## config.mk

```make
export PLATFORM = sky130hd
export DESIGN_NAME = button_conditioner
export DESIGN_NICKNAME = d
export VERILOG_FILES = /design/src/rtl/button_conditioner.sv
export SDC_FILE = /design/constraint.sdc
export NUM_CORES = 1
export LEC_CHECK = 0
export ABC_AREA = 1
export CORE_MARGIN = 1.5
export CORE_UTILIZATION = 35
export CTS_CLUSTER_SIZE = 10
export DETAILED_ROUTE_END_ITERATION = 6
export SYNTH_ARGS = -nofsm -noshare
export SYNTH_HDL_FRONTEND = slang
export SYNTH_SLANG_ARGS = --single-unit
```

## constraint.sdc

```tcl
create_clock -name clk -period 1.6 [get_ports clk]
set_input_delay 0.32 -clock clk [delete_from_list [all_inputs] [get_ports clk]]
set_output_delay 0.32 -clock clk [all_outputs]
set_load 0.005 [all_outputs]
```

## src/rtl/button_conditioner.sv

```systemverilog
`default_nettype none
// ============================================================================
// Module   : button_conditioner
// Purpose  : Multi-channel push-button front end. Each channel has a
//            polarity fix-up, a synchroniser, a counter-based debouncer and
//            a hold/repeat state machine that emits one-cycle strobes.
// Ports    : clk         - single clock
//            rst_n       - asynchronous active-low reset
//            button      - raw asynchronous pins, one per channel
//            btn_level   - debounced pressed level (1 = pressed)
//            btn_press   - 1-cycle strobe on accepted press
//            btn_release - 1-cycle strobe on accepted release
//            btn_long    - 1-cycle strobe after LONG_CYCLES of hold
//            btn_repeat  - 1-cycle strobe every REPEAT_CYCLES past long-press
// Revision : 1.0 - initial release
// ============================================================================
module button_conditioner #(
    parameter int                  CHANNELS        = 4,
    parameter int                  SYNC_BITS       = 2,
    parameter int                  DEBOUNCE_CYCLES = 256,
    parameter int                  LONG_CYCLES     = 12_000_000,
    parameter int                  REPEAT_CYCLES   = 3_000_000,
    parameter logic [CHANNELS-1:0] ACTIVE_LOW      = {CHANNELS{1'b0}}
) (
    input  logic                clk,
    input  logic                rst_n,
    input  logic [CHANNELS-1:0] button,
    output logic [CHANNELS-1:0] btn_level,
    output logic [CHANNELS-1:0] btn_press,
    output logic [CHANNELS-1:0] btn_release,
    output logic [CHANNELS-1:0] btn_long,
    output logic [CHANNELS-1:0] btn_repeat
);

    // Counter widths; one spare bit keeps terminal values representable.
    localparam int c_DB_W     = $clog2(DEBOUNCE_CYCLES) + 1;
    localparam int c_HOLD_MAX = (LONG_CYCLES > REPEAT_CYCLES) ? LONG_CYCLES : REPEAT_CYCLES;
    localparam int c_HOLD_W   = $clog2(c_HOLD_MAX) + 1;

    localparam logic [c_DB_W-1:0]   c_DB_LAST   = c_DB_W'(DEBOUNCE_CYCLES - 1);
    localparam logic [c_HOLD_W-1:0] c_LONG_LAST = c_HOLD_W'(LONG_CYCLES - 1);
    // Guarded so a disabled repeat (0) does not produce a negative constant.
    localparam logic [c_HOLD_W-1:0] c_REP_LAST  =
        c_HOLD_W'((REPEAT_CYCLES == 0) ? 0 : (REPEAT_CYCLES - 1));

    localparam logic [1:0] c_IDLE = 2'd0;
    localparam logic [1:0] c_HELD = 2'd1;
    localparam logic [1:0] c_LONG = 2'd2;

    for (genvar i = 0; i < CHANNELS; i++) begin : g_chan
        logic [SYNC_BITS-1:0] r_sync;
        logic                 r_stable;
        logic [c_DB_W-1:0]    r_db_cnt;
        logic [1:0]           r_state;
        logic [c_HOLD_W-1:0]  r_hold_cnt;
        logic                 r_press;
        logic                 r_release;
        logic                 r_long;
        logic                 r_repeat;

        logic                 w_in;
        logic                 w_sync;
        logic                 w_db_done;
        logic                 w_rise;
        logic                 w_fall;
        logic [1:0]           w_state_nxt;
        logic [c_HOLD_W-1:0]  w_hold_cnt_nxt;
        logic                 w_press_nxt;
        logic                 w_release_nxt;
        logic                 w_long_nxt;
        logic                 w_repeat_nxt;

        // Polarity is normalised before the synchroniser.
        assign w_in   = button[i] ^ ACTIVE_LOW[i];
        assign w_sync = r_sync[SYNC_BITS-1];

        // The debouncer's acceptance edge doubles as the FSM's rise/fall
        // event, so press/release strobes land on the same edge as the level.
        assign w_db_done = (w_sync != r_stable) && (r_db_cnt == c_DB_LAST);
        assign w_rise    = w_db_done && !r_stable;
        assign w_fall    = w_db_done &&  r_stable;

        always_ff @(posedge clk or negedge rst_n) begin
            if (!rst_n) begin
                r_sync   <= '0;
                r_stable <= 1'b0;
                r_db_cnt <= '0;
            end else begin
                r_sync <= {r_sync[SYNC_BITS-2:0], w_in};
                if (w_sync == r_stable) begin
                    r_db_cnt <= '0;
                end else if (r_db_cnt == c_DB_LAST) begin
                    r_stable <= ~r_stable;
                    r_db_cnt <= '0;
                end else begin
                    r_db_cnt <= r_db_cnt + c_DB_W'(1);
                end
            end
        end

        always_ff @(posedge clk or negedge rst_n) begin
            if (!rst_n) begin
                r_state    <= c_IDLE;
                r_hold_cnt <= '0;
                r_press    <= 1'b0;
                r_release  <= 1'b0;
                r_long     <= 1'b0;
                r_repeat   <= 1'b0;
            end else begin
                r_state    <= w_state_nxt;
                r_hold_cnt <= w_hold_cnt_nxt;
                r_press    <= w_press_nxt;
                r_release  <= w_release_nxt;
                r_long     <= w_long_nxt;
                r_repeat   <= w_repeat_nxt;
            end
        end

        // Release is tested first in every held state so it pre-empts a
        // long/repeat strobe due on the same edge.
        always_comb begin
            w_state_nxt    = r_state;
            w_hold_cnt_nxt = r_hold_cnt;
            w_press_nxt    = 1'b0;
            w_release_nxt  = 1'b0;
            w_long_nxt     = 1'b0;
            w_repeat_nxt   = 1'b0;
            case (r_state)
                c_IDLE: begin
                    if (w_rise) begin
                        w_press_nxt    = 1'b1;
                        w_hold_cnt_nxt = '0;
                        w_state_nxt    = c_HELD;
                    end
                end
                c_HELD: begin
                    if (w_fall) begin
                        w_release_nxt  = 1'b1;
                        w_hold_cnt_nxt = '0;
                        w_state_nxt    = c_IDLE;
                    end else if (r_hold_cnt == c_LONG_LAST) begin
                        w_long_nxt     = 1'b1;
                        w_hold_cnt_nxt = '0;
                        w_state_nxt    = c_LONG;
                    end else begin
                        w_hold_cnt_nxt = r_hold_cnt + c_HOLD_W'(1);
                    end
                end
                c_LONG: begin
                    if (w_fall) begin
                        w_release_nxt  = 1'b1;
                        w_hold_cnt_nxt = '0;
                        w_state_nxt    = c_IDLE;
                    end else if (REPEAT_CYCLES != 0) begin
                        if (r_hold_cnt == c_REP_LAST) begin
                            w_repeat_nxt   = 1'b1;
                            w_hold_cnt_nxt = '0;
                        end else begin
                            w_hold_cnt_nxt = r_hold_cnt + c_HOLD_W'(1);
                        end
                    end
                end
                default: begin
                    // Unreachable encoding: recover to a clean idle state.
                    w_state_nxt    = c_IDLE;
                    w_hold_cnt_nxt = '0;
                end
            endcase
        end

        assign btn_level[i]   = r_stable;
        assign btn_press[i]   = r_press;
        assign btn_release[i] = r_release;
        assign btn_long[i]    = r_long;
        assign btn_repeat[i]  = r_repeat;
    end

endmodule
`default_nettype wire

```

==> impl_metrics.py <==
metrics = {
    "global_route": {
        "track_usage": 0.1925,
        "grt_pass1_wl_um": 48780,
        "grt_max_degree": 33,
        "antenna_found_initial": 0,
        "grt_pass1_vias": 10120,
        "grt_remaining_overflow": 0,
    },
    "logic_synthesis": {
        "yosys_most_used_dff": "dfrtp_1",
        "synth_seq_area_share": 0.4072,
        "yosysMostFrequentCell": "nand2_1",
        "synth_area_um2": 10570,
        "syn_avg_cell_area_um2": 7.070,
        "async_flop_share": 1.000,
        "synth_cell_types": 40,
        "syn_nets": 1521,
        "yosys-top-cells-count": "nand2_1 (474), nor2_1 (251), dfrtp_1 (172), inv_1 (156), nand3_1 (118)",
        "synth-edff-count": 0,
        "ys_warn_count": 0,
        "synth-seq-cells": 172,
        "synth_largest_area_cell": "dfrtp_1",
        "synth_area_leaders": "dfrtp_1 (41%), nand2_1 (17%), nor2_1 (8.9%)",
        "synth_top_area_frac": 0.4072,
        "syn_inst": 1495,
    },
    "finish": {
        "area_growth_pct": 44.76,
        "utilization": 0.5149,
        "multi_input_area_um2": 6726,
        "fill_cells": 2729,
        "seq_area_um2": 4310,
        "nNetsFinal": 1778,
        "diodes": 0,
        "drive_above_1_share": 0.3184,
    },
    "clocking": {
        "cts.sinks": 172,
        "max-clock-path-buffers": 2,
        "clk-insertion-delay-late_ns": 0.44,
        "tritoncts": "yes",
        "numCtsBuffers": 17,
        "htreeDepth": 4,
        "path_clk_slew_ns": 0.08,
        "cts-root-buf": "clkbuf_16",
    },
    "detailed_routing": {
        "post_drt_wl_per_cell_um": 14.39,
        "first_pass_iters": 5,
        "vias": 10590,
        "dr.first_iter.drc_count": 671,
        "post-route-drc-count": 0,
        "via_per_inst": 4.913,
        "ant_nets": 0,
        "wirelength_um": 31020,
    },
    "sta": {
        "rsz0062_at_grt": "yes",
        "hold_viol": 0,
        "max_slew_margin": 0.6379,
        "slew_viol_final": 0,
        "fmax_mhz": 580.9,
        "min_period_ns": 1.721,
        "tns_ns": -6.901,
        "period_share": 1.076,
        "timing.final.ws_setup_ns": -0.1214,
        "tightest_slew_ns": 0.5375,
        "fin_skew_ns": 0.01431,
        "setup_viol": 104,
    },
    "floorplan": {
        "dieArea_um2": 31250,
        "start_util": 0.3557,
        "rows": 63,
        "io_pins": 26,
        "coreArea_um2": 29720,
        "die_x_um": 176.8,
        "die_h_um": 176.8,
    },
    "power": {
        "power_leakage_nw": 6.986,
        "seq_power_share": 0.501,
        "netSwitchingPower_mw": 2.079,
        "powerDensity_nw_per_um2": 574.0,
        "p_sw_frac": 0.2367,
        "ir_drop_uv": 634.8,
        "pwr-share-comb": 0.026,
        "clock_power_share": 0.473,
        "intPower_mw": 6.705,
    },
    "status": {
        "violations": "negative setup slack",
        "status": "complete, but fails checks",
    },
    "placed_design": {
        "io_buffer_count": 25,
        "dp_hpwl_um": 19650,
        "gp_congestion": 0.9528,
        "pre_cts_slack_ns": -0.1495,
    },
    "worst_setup_path": {
        "cp.arrival_ns": 2.05,
        "cp_max_fo": 4,
        "start_kind": "flop",
        "cp.required_ns": 1.93,
        "critical_path_class": "reg2reg",
        "cp-end-kind": "flop",
        "r2r_setup_slack_ns": -0.12,
    },
    "flow_run": {
        "maxCapViolations": 0,
    },
    "worst_hold_path": {
        "min_path_type": "in2reg",
    },
}
[layout make-up]
class	count	share of cell area
Tap cell	390	0.03189
Multi-Input combinational cell	1128	0.4396
Clock inverter	11	0.007278
Timing Repair Buffer	271	0.1684
Clock buffer	21	0.03009
Sequential cell	172	0.2817
Inverter	162	0.04105
[routing by layer]
layer	vias up	part of all wire	global-route usage
li1	5222	-	-
met1	5049	0.45	0.2525
met2	250	0.49	0.3268
met3	67	0.038	0.02706
met4	0	0.023	0.06073
met5	-	0	0
[what timing repair did]
action                                  CTS  global route
endpoints found under the setup margin  117           129
cloned                                    9             6
gates resized for setup                 159           208
pin swaps                                57            75
endpoints found under the hold margin    25             0
hold buffers                              1             0
setup buffers                            27            17
[worst max-delay path: stages (launching register included)]
cell and delay (ns):
dfrtp_1 0.36, ha_2 0.18, nand2_2 0.07, nor2_4 0.13, nand3_4 0.10, nor2_4 0.25
nor2_4 0.10, nand2_8 0.13, buf_6 0.13, nand3_4 0.06, nand2_2 0.07, nand2_1 0.04
[flip-flops by register name (all words and copies together), names as in the netlist, 8 cells and up]
name / count
g_chan.r_hold_cnt: 100
g_chan.r_state: 8
g_chan.r_sync: 8
g_chan.r_db_cnt: 36
[worst paths after layout]
check / depth (start not counted) / to / startpoint
worst min register to register: 0 / g_chan[1].r_sync[1] / g_chan[1].r_sync[0]
max in group asynchronous: 3 / g_chan[1].r_hold_cnt[8] / rst_n
worst max-delay path: 11 / g_chan[3].r_state[1] / g_chan[3].r_db_cnt[0]
worst max register to register: 11 / g_chan[3].r_state[1] / g_chan[3].r_db_cnt[0]
min in group asynchronous: 2 / g_chan[3].r_repeat / rst_n
worst min-delay path: 1 / g_chan[2].r_sync[0] / button[2]
[power by group through the flow]
stage	registers (mW)	logic (mW)	clock network [mW]
after global placement	4.48	0.225	0
final	4.40	0.229	4.15
after global routing	4.40	0.265	4.43
after CTS	4.40	0.237	4.25
after detailed placement	4.49	0.231	0
after floorplan	4.48	0.0615	0
[metrics by stage]
stage / hold WS [ns] / std cells / power [mW] / cell area [µm²]
floorplan: 0.02441 / 1495 / 4.543 / 10650
global placement: 0.2781 / 2065 / 4.709 / 12720
detailed placement: 0.2789 / 2065 / 4.716 / 12720
CTS: 0.3070 / 2134 / 8.886 / 14230
global route: 0.3172 / 2155 / 9.103 / 15300
finish: 0.3111 / 2155 / 8.783 / 15300
[cells by family (layout without fill, tap and decap cells)]
family / Yosys count / count (layout) / synth area share
buffers and inverters: 204 / 465 / 0.08570
and+or+nand+nor: 961 / 970 / 0.3904
xor gates and xnor gates: 59 / 59 / 0.04889
adders and majority gates: 20 / 20 / 0.02367
AOI/OAI and AO/OA: 79 / 79 / 0.04415
DFF: 172 / 172 / 0.4072
[cell usage in the layout (no fill, tap or decap), drive strengths merged, types with 3 or more instances in the layout]
cell | Yosys | final
nand2 | 487 | 496
nor2 | 261 | 261
buf | 33 | 241
dfrtp | 172 | 172
inv | 162 | 164
nand3 | 122 | 122
o21ai | 46 | 46
xor2 | 43 | 43
nor3 | 37 | 37
nand4 | 26 | 26
clkbuf | 9 | 26
a21oi | 22 | 22
ha | 20 | 20
xnor2 | 16 | 16
nand3b | 15 | 15
dlygate4sd2 | 0 | 9
clkdlybuf4s50 | 0 | 8
dlymetal6s2s | 0 | 7
nor3b | 7 | 7
clkinvlp | 0 | 5
a31oi | 3 | 3
a211oi | 3 | 3
clkinv | 0 | 3
Note: power is estimated with default switching activity, not from simulation.
